### src/rtl/calc_pkg.sv
// rtl/calc_pkg.sv - shared op codes, FSM states and limits for the calculator sequencer
package calc_pkg;

    localparam int MAX_RESULT_DEF = 9999;

    localparam logic [1:0] OP_ADD = 2'd0;
    localparam logic [1:0] OP_SUB = 2'd1;
    localparam logic [1:0] OP_MUL = 2'd2;
    localparam logic [1:0] OP_DIV = 2'd3;

    typedef enum logic [2:0] {
        ST_IDLE,
        ST_ENTER_A,
        ST_ENTER_B,
        ST_COMPUTE,
        ST_SHOW,
        ST_ERROR
    } state_t;

endpackage

### src/rtl/calc_iter_alu.sv
// rtl/calc_iter_alu.sv - single-cycle add/sub and 16-step shift-add mul / restoring div
module calc_iter_alu
    import calc_pkg::*;
#(
    parameter int W = 16
) (
    input  logic           clk,
    input  logic           Reset,
    input  logic           start,
    input  logic           abort,
    input  logic [1:0]     op,
    input  logic [W-1:0]   a,
    input  logic [W-1:0]   b,
    output logic           done,
    output logic [2*W-1:0] result,
    output logic           neg,
    output logic           dz
);

    logic [2*W-1:0] acc_q, x_q;
    logic [W-1:0]   y_q;
    logic [4:0]     cnt_q;
    logic           run_q;

    logic [2*W-1:0] cur_acc, cur_x, nxt_acc, nxt_x, rem_sh, b_ext;
    logic [W-1:0]   cur_y, nxt_y, diff;
    logic           iter_op, launch;

    assign iter_op = op[1];
    assign b_ext   = {{W{1'b0}}, b};
    assign dz      = start && (op == OP_DIV) && (b == '0);
    assign launch  = start && iter_op && !dz;

    // The start cycle already performs the first iteration, so 16 steps
    // finish in 16 cycles and the 17th cycle presents the result.
    always_comb begin
        cur_acc = start ? '0 : acc_q;
        cur_x   = start ? {{W{1'b0}}, a} : x_q;
        cur_y   = start ? ((op == OP_MUL) ? b : a) : y_q;
        rem_sh  = {cur_acc[2*W-2:0], cur_y[W-1]};
        nxt_acc = cur_acc;
        nxt_x   = cur_x;
        nxt_y   = cur_y;
        if (op == OP_MUL) begin
            nxt_acc = cur_acc + (cur_y[0] ? cur_x : '0);
            nxt_x   = cur_x << 1;
            nxt_y   = cur_y >> 1;
        end else if (rem_sh >= b_ext) begin
            nxt_acc = rem_sh - b_ext;
            nxt_y   = {cur_y[W-2:0], 1'b1};
        end else begin
            nxt_acc = rem_sh;
            nxt_y   = {cur_y[W-2:0], 1'b0};
        end
    end

    always_ff @(posedge clk or negedge Reset) begin
        if (!Reset) begin
            acc_q <= '0;
            x_q   <= '0;
            y_q   <= '0;
            cnt_q <= '0;
            run_q <= 1'b0;
        end else if (abort) begin
            cnt_q <= '0;
            run_q <= 1'b0;
        end else if (launch) begin
            acc_q <= nxt_acc;
            x_q   <= nxt_x;
            y_q   <= nxt_y;
            cnt_q <= 5'd15;
            run_q <= 1'b1;
        end else if (run_q) begin
            if (cnt_q != 5'd0) begin
                acc_q <= nxt_acc;
                x_q   <= nxt_x;
                y_q   <= nxt_y;
                cnt_q <= cnt_q - 5'd1;
            end else begin
                run_q <= 1'b0;
            end
        end
    end

    assign done = (start && (!iter_op || dz)) || (run_q && (cnt_q == 5'd0));
    assign diff = (a >= b) ? (a - b) : (b - a);
    assign neg  = (op == OP_SUB) && (b > a);

    always_comb begin
        result = '0;
        case (op)
            OP_ADD:  result = {{W{1'b0}}, a} + b_ext;
            OP_SUB:  result = {{W{1'b0}}, diff};
            OP_MUL:  result = acc_q;
            default: result = {{W{1'b0}}, y_q};
        endcase
    end

endmodule

### src/rtl/calc_sequencer.sv
// rtl/calc_sequencer.sv - keypad sequencer: entry clearing, operand capture, compute and display select
module calc_sequencer
    import calc_pkg::*;
#(
    parameter int W          = 16,
    parameter int MAX_RESULT = MAX_RESULT_DEF
) (
    input  logic         clk,
    input  logic         Reset,
    input  logic         digit_key,
    input  logic         op_key,
    input  logic [1:0]   op_code,
    input  logic         eq_key,
    input  logic         clr_key,
    input  logic [W-1:0] entry_value,
    output logic         entry_clr,
    output logic         disp_result,
    output logic [W-1:0] result,
    output logic         result_neg,
    output logic         busy,
    output logic         err
);

    localparam logic [2*W-1:0] MAX_W = (2*W)'(MAX_RESULT);

    state_t         state_q, state_d;
    logic [W-1:0]   a_q, b_q, a_d, b_d, res_d;
    logic [1:0]     op_q, op_d;
    logic           start_q, start_d, entry_clr_d, neg_d, err_d;
    logic           k_clr, k_eq, k_op, k_dig;
    logic           alu_done, alu_neg, alu_dz, alu_bad;
    logic [2*W-1:0] alu_result;

    // Exactly one key wins per cycle: clr > eq > op > digit.
    assign k_clr = clr_key;
    assign k_eq  = eq_key && !clr_key;
    assign k_op  = op_key && !clr_key && !eq_key;
    assign k_dig = digit_key && !clr_key && !eq_key && !op_key;

    calc_iter_alu #(.W(W)) u_alu (
        .clk    (clk),
        .Reset  (Reset),
        .start  (start_q),
        .abort  (k_clr),
        .op     (op_q),
        .a      (a_q),
        .b      (b_q),
        .done   (alu_done),
        .result (alu_result),
        .neg    (alu_neg),
        .dz     (alu_dz)
    );

    assign alu_bad = alu_dz || (alu_result > MAX_W);

    always_ff @(posedge clk or negedge Reset) begin
        if (!Reset) state_q <= ST_IDLE;
        else        state_q <= state_d;
    end

    always_comb begin
        state_d = state_q;
        if (k_clr) begin
            state_d = ST_IDLE;
        end else begin
            case (state_q)
                ST_IDLE:    if (k_dig) state_d = ST_ENTER_A;
                ST_ENTER_A: if (k_op) state_d = ST_ENTER_B;
                ST_ENTER_B: if (k_eq) state_d = ST_COMPUTE;
                ST_COMPUTE: if (alu_done) state_d = alu_bad ? ST_ERROR : ST_SHOW;
                ST_SHOW: begin
                    if (k_op)       state_d = ST_ENTER_B;
                    else if (k_dig) state_d = ST_ENTER_A;
                end
                ST_ERROR:   if (k_dig) state_d = ST_ENTER_A;
                default:    state_d = ST_IDLE;
            endcase
        end
    end

    always_comb begin
        a_d         = a_q;
        b_d         = b_q;
        op_d        = op_q;
        res_d       = result;
        neg_d       = result_neg;
        err_d       = err;
        start_d     = 1'b0;
        entry_clr_d = 1'b0;
        if (k_clr) begin
            entry_clr_d = 1'b1;
            a_d         = '0;
            b_d         = '0;
            res_d       = '0;
            neg_d       = 1'b0;
            err_d       = 1'b0;
        end else begin
            case (state_q)
                ST_ENTER_A: if (k_op) begin
                    a_d         = entry_value;
                    op_d        = op_code;
                    entry_clr_d = 1'b1;
                end
                ST_ENTER_B: begin
                    if (k_eq) begin
                        b_d     = entry_value;
                        start_d = 1'b1;
                    end else if (k_op) begin
                        op_d = op_code;
                    end
                end
                ST_COMPUTE: if (alu_done) begin
                    if (alu_bad) begin
                        err_d = 1'b1;
                        res_d = '0;
                        neg_d = 1'b0;
                    end else begin
                        res_d = alu_result[W-1:0];
                        neg_d = alu_neg;
                    end
                end
                ST_SHOW: begin
                    if (k_op) begin
                        a_d         = result_neg ? '0 : result;
                        op_d        = op_code;
                        entry_clr_d = 1'b1;
                    end else if (k_dig) begin
                        entry_clr_d = 1'b1;
                        err_d       = 1'b0;
                    end
                end
                ST_ERROR: if (k_dig) begin
                    entry_clr_d = 1'b1;
                    err_d       = 1'b0;
                end
                default: ;
            endcase
        end
    end

    always_ff @(posedge clk or negedge Reset) begin
        if (!Reset) begin
            a_q         <= '0;
            b_q         <= '0;
            op_q        <= OP_ADD;
            start_q     <= 1'b0;
            entry_clr   <= 1'b0;
            disp_result <= 1'b0;
            result      <= '0;
            result_neg  <= 1'b0;
            busy        <= 1'b0;
            err         <= 1'b0;
        end else begin
            a_q         <= a_d;
            b_q         <= b_d;
            op_q        <= op_d;
            start_q     <= start_d;
            entry_clr   <= entry_clr_d;
            disp_result <= (state_d == ST_SHOW) || (state_d == ST_ERROR);
            result      <= res_d;
            result_neg  <= neg_d;
            busy        <= (state_d == ST_COMPUTE);
            err         <= err_d;
        end
    end

endmodule

### config.mk
export PLATFORM = sky130hd
export DESIGN_NAME = calc_sequencer
export DESIGN_NICKNAME = d
export VERILOG_FILES = /design/src/rtl/calc_pkg.sv /design/src/rtl/calc_iter_alu.sv /design/src/rtl/calc_sequencer.sv
export SDC_FILE = /design/constraint.sdc
export NUM_CORES = 1
export LEC_CHECK = 0
export BUFFER_PORTS_ARGS = -buffer_cell sky130_fd_sc_hd__buf_2
export CAP_MARGIN = 20
export CORE_MARGIN = 2
export CORE_UTILIZATION = 64
export CTS_CLUSTER_SIZE = 12
export DETAILED_ROUTE_END_ITERATION = 10
export GPL_ROUTABILITY_DRIVEN = 1
export PLACE_DENSITY = 0.82
export SYNTH_ARGS = -nofsm -noshare
export SYNTH_HDL_FRONTEND = slang
export SYNTH_HIERARCHICAL = 1
export SYNTH_SLANG_ARGS = --single-unit
### constraint.sdc
create_clock -name clk -period 6.2 [get_ports clk]
set_input_delay 0.93 -clock clk [delete_from_list [all_inputs] [get_ports clk]]
set_output_delay 0.93 -clock clk [all_outputs]
set_load 0.02 [all_outputs]
==> results.toml <==
[status]
status = "complete, no violations"

[hold_path]
holdCritPathClass = "reg -> reg"
hold_start = "u_alu/x_q[11]"

[die]
die-area_mm2 = 0.0220
rows = 52
dieHeight_um = 148
start_util_pct = 65.5
core_mm2 = 0.0204
io_pins = 45
dieWidth_um = 148

[cts]
path_clk_slew_ps = 70
htreeDepth = 4
clock_latency_ps = 440
cts_buffer_depth = 2
cts_sinks = 145
cts_tree = "done"
cts_buffers = 17
cts_resized = 0
cts_root_buf = "clkbuf_16"
hold_buffers = 0
postCtsSetupBuffers = 0

[cells_and_area]
layout.cells.non_filler = 1901
diodes = 0
layout_common_cells = "nand2_1, dfrtp_1, nor2_1"
area_growth_pct = 6.19
fin_nets = 1744
stdcell_area_mm2 = 0.0142
drive_gt1_share_pct = 10.7
layout_commonest_cell = "nand2_1"

[timing]
tns_ps = 0
skew_ps = 15.6
tightest_slew_ps = 1040
max_freq_ghz = 0.185
finalHoldViolCount = 0
drv_slew = 0
finalCritPeriodShare_pct = 87.3
relSlewSlack_pct = 30.2
layout_min_cycle_time_ps = 5410
grt_setup_unrepaired = "no"
setup_viol = 0

[placed_design]
place_area_mm2 = 0.0136
dpl.hpwl_um = 31500
port_buffers = 44
dpl.cell_count = 1869
place.gp.congestion = 1.01

[critical_path]
worst_ep_arrival_time_ps = 5790
crit_path_start_kind = "flip-flop"
crit_start = "b_q[1]"
crit_path_end_kind = "flip-flop"
cp_max_fo = 18
r2r-start = "b_q[1]"
critical_path_required_ps = 6570
crit_type = "reg -> reg"

[synthesis]
ys_ff_latch = 145
synth-async-reset-ratio_pct = 100
syn_nets = 1760
synthCells = 1634
syn-mean-instance-area_um2 = 8.16
synth_edf_count = 0
yosys_most_used_dff = "dfrtp_1"
synth.distinct_cells = 80
ys_warn_count = 6
synthesis.area_mm2 = 0.0133
yosysSeqAreaShare_pct = 27.2

[route]
post_drt_wl_per_cell_um = 22.7
drtPass1Iterations = 7
dr_total_vias = 12900
routed_wl_um = 43100
viasPerCell = 6.81
drc = 0
drtAntennaViolNets = 0
drtIter0Drc = 1496

[run]
maxCapViolations = 0

[grt]
grt_pass1_vias = 12100
grt_first_pass_wirelength_um = 67200
antenna_found_initial = 0
overflow = 0
grt_usage_pct = 39.4
grt_start_max_net_pins = 80

[pwr]
vdd_ir_drop_max_mv = 0.183
p_per_area_mw_per_mm2 = 232
power.total_mw = 3.28
static-leakage-power_nw = 6.44
registers in the layout, summed over array words and instances (netlist names):
register and count:
result_neg 1, entry_clr 1, u_alu/acc_q 32, busy 1
op_q 2, b_q 16, u_alu/x_q 32, start_q 1
state_q 3, a_q 16, result 16, err 1
u_alu/run_q 1, disp_result 1, u_alu/cnt_q 5, u_alu/y_q 16
final cells by class:
class	count	area, um^2
repair buffers	68	407
clock inverters	14	120
inverters	71	267
clock buffers	18	439
multi-input cells	1315	8950
flip-flops and latches	145	3630
fillers	1686	6210
well taps	270	338
Yosys cell counts (7+ instances only):
cell type	number	area, um^2
nor3_1	28	140
or3_1	11	68.8
a21oi_1	108	541
a221oi_1	7	61.3
dfrtp_1	145	3630
xnor2_1	38	333
o21a_1	14	105
buf_2	29	145
mux2i_1	32	320
nand4_1	14	87.6
nor2b_1	43	269
and3_1	7	43.8
a22oi_1	22	165
nor3b_2	14	175
and2_1	35	219
o31ai_1	9	67.6
nand2b_1	8	50.1
o21ai_0	111	556
a211o_1	15	131
buf_6	9	101
a211oi_1	20	150
a31oi_1	25	156
o211ai_1	28	210
ha_1	97	1210
o31ai_2	13	163
nand2_1	216	811
mux2_2	16	180
nand3_1	40	200
nor2_1	115	432
mux4_2	7	158
clkbuf_1	55	206
nor4_1	16	100
inv_1	70	263
a21o_1	43	323
xor2_1	26	228
a22o_1	33	289
o21bai_1	13	97.6
path summary, 6_finish.rpt:
| check | cells past startpoint | slack [ps] | end |
|---|---|---|---|
| worst max-delay path | 15 | 790 | result[4] |
| worst min-delay path | 2 | 480 | u_alu/x_q[11] |
| worst max register to register | 15 | 790 | result[4] |
| worst min register to register | 2 | 480 | u_alu/x_q[11] |
| max in group asynchronous | 2 | 4230 | u_alu/x_q[19] |
| min in group asynchronous | 1 | 540 | state_q[2] |
worst max-delay path, stage by stage (launching register included):
cell and delay [ps]:
dfrtp_1 510, inv_1 210, fa_1 470, a21o_1 180
a21o_1 220, a221o_1 370, a21o_1 430, a211oi_1 350
nor3_1 90, a21oi_1 170, xor2_1 160, o21ai_0 120
nor4_1 650, o211ai_1 280, nor4_4 860, a22o_1 250
cells by family after synthesis:
family                   count (synthesis)  share of synthesized area (%)
flip-flops                             145                           27.2
buffers and inverters                  174                           5.79
AND/OR/NAND/NOR                        580                           21.6
XOR/XNOR                                64                           4.21
adder cells (fa/ha/maj)                102                           9.86
AO/OA/AOI/OAI                          514                           26.4
multiplexers                            55                           4.94
power by group:
part	internal (mW)	switching, mW	total [mW]
Combinational	0.445	0.754	1.20
Sequential	1.00	0.0762	1.08
Clock	0.536	0.467	1.00
Total	1.98	1.30	3.28
per-layer routing:
metal  routed length (um)  GRT usage (%)  vias up
met3                 3660           7.73      121
li1                     -              -     5865
met1                17900           53.1     6230
met2                19700           62.1      722
met5                    0              0        -
met4                 1880           17.1        0
metrics by stage:
stage	worst slack [ps]	util [%]	hold WS, ps
3_5_place_dp	1020	66.8	472
3_3_place_gp	1180	66.8	461
4_1_cts	990	69.5	486
6_report	786	69.5	482
2_1_floorplan	1710	-	438
5_1_grt	473	69.5	496
Power figures use the tool's default switching activity.
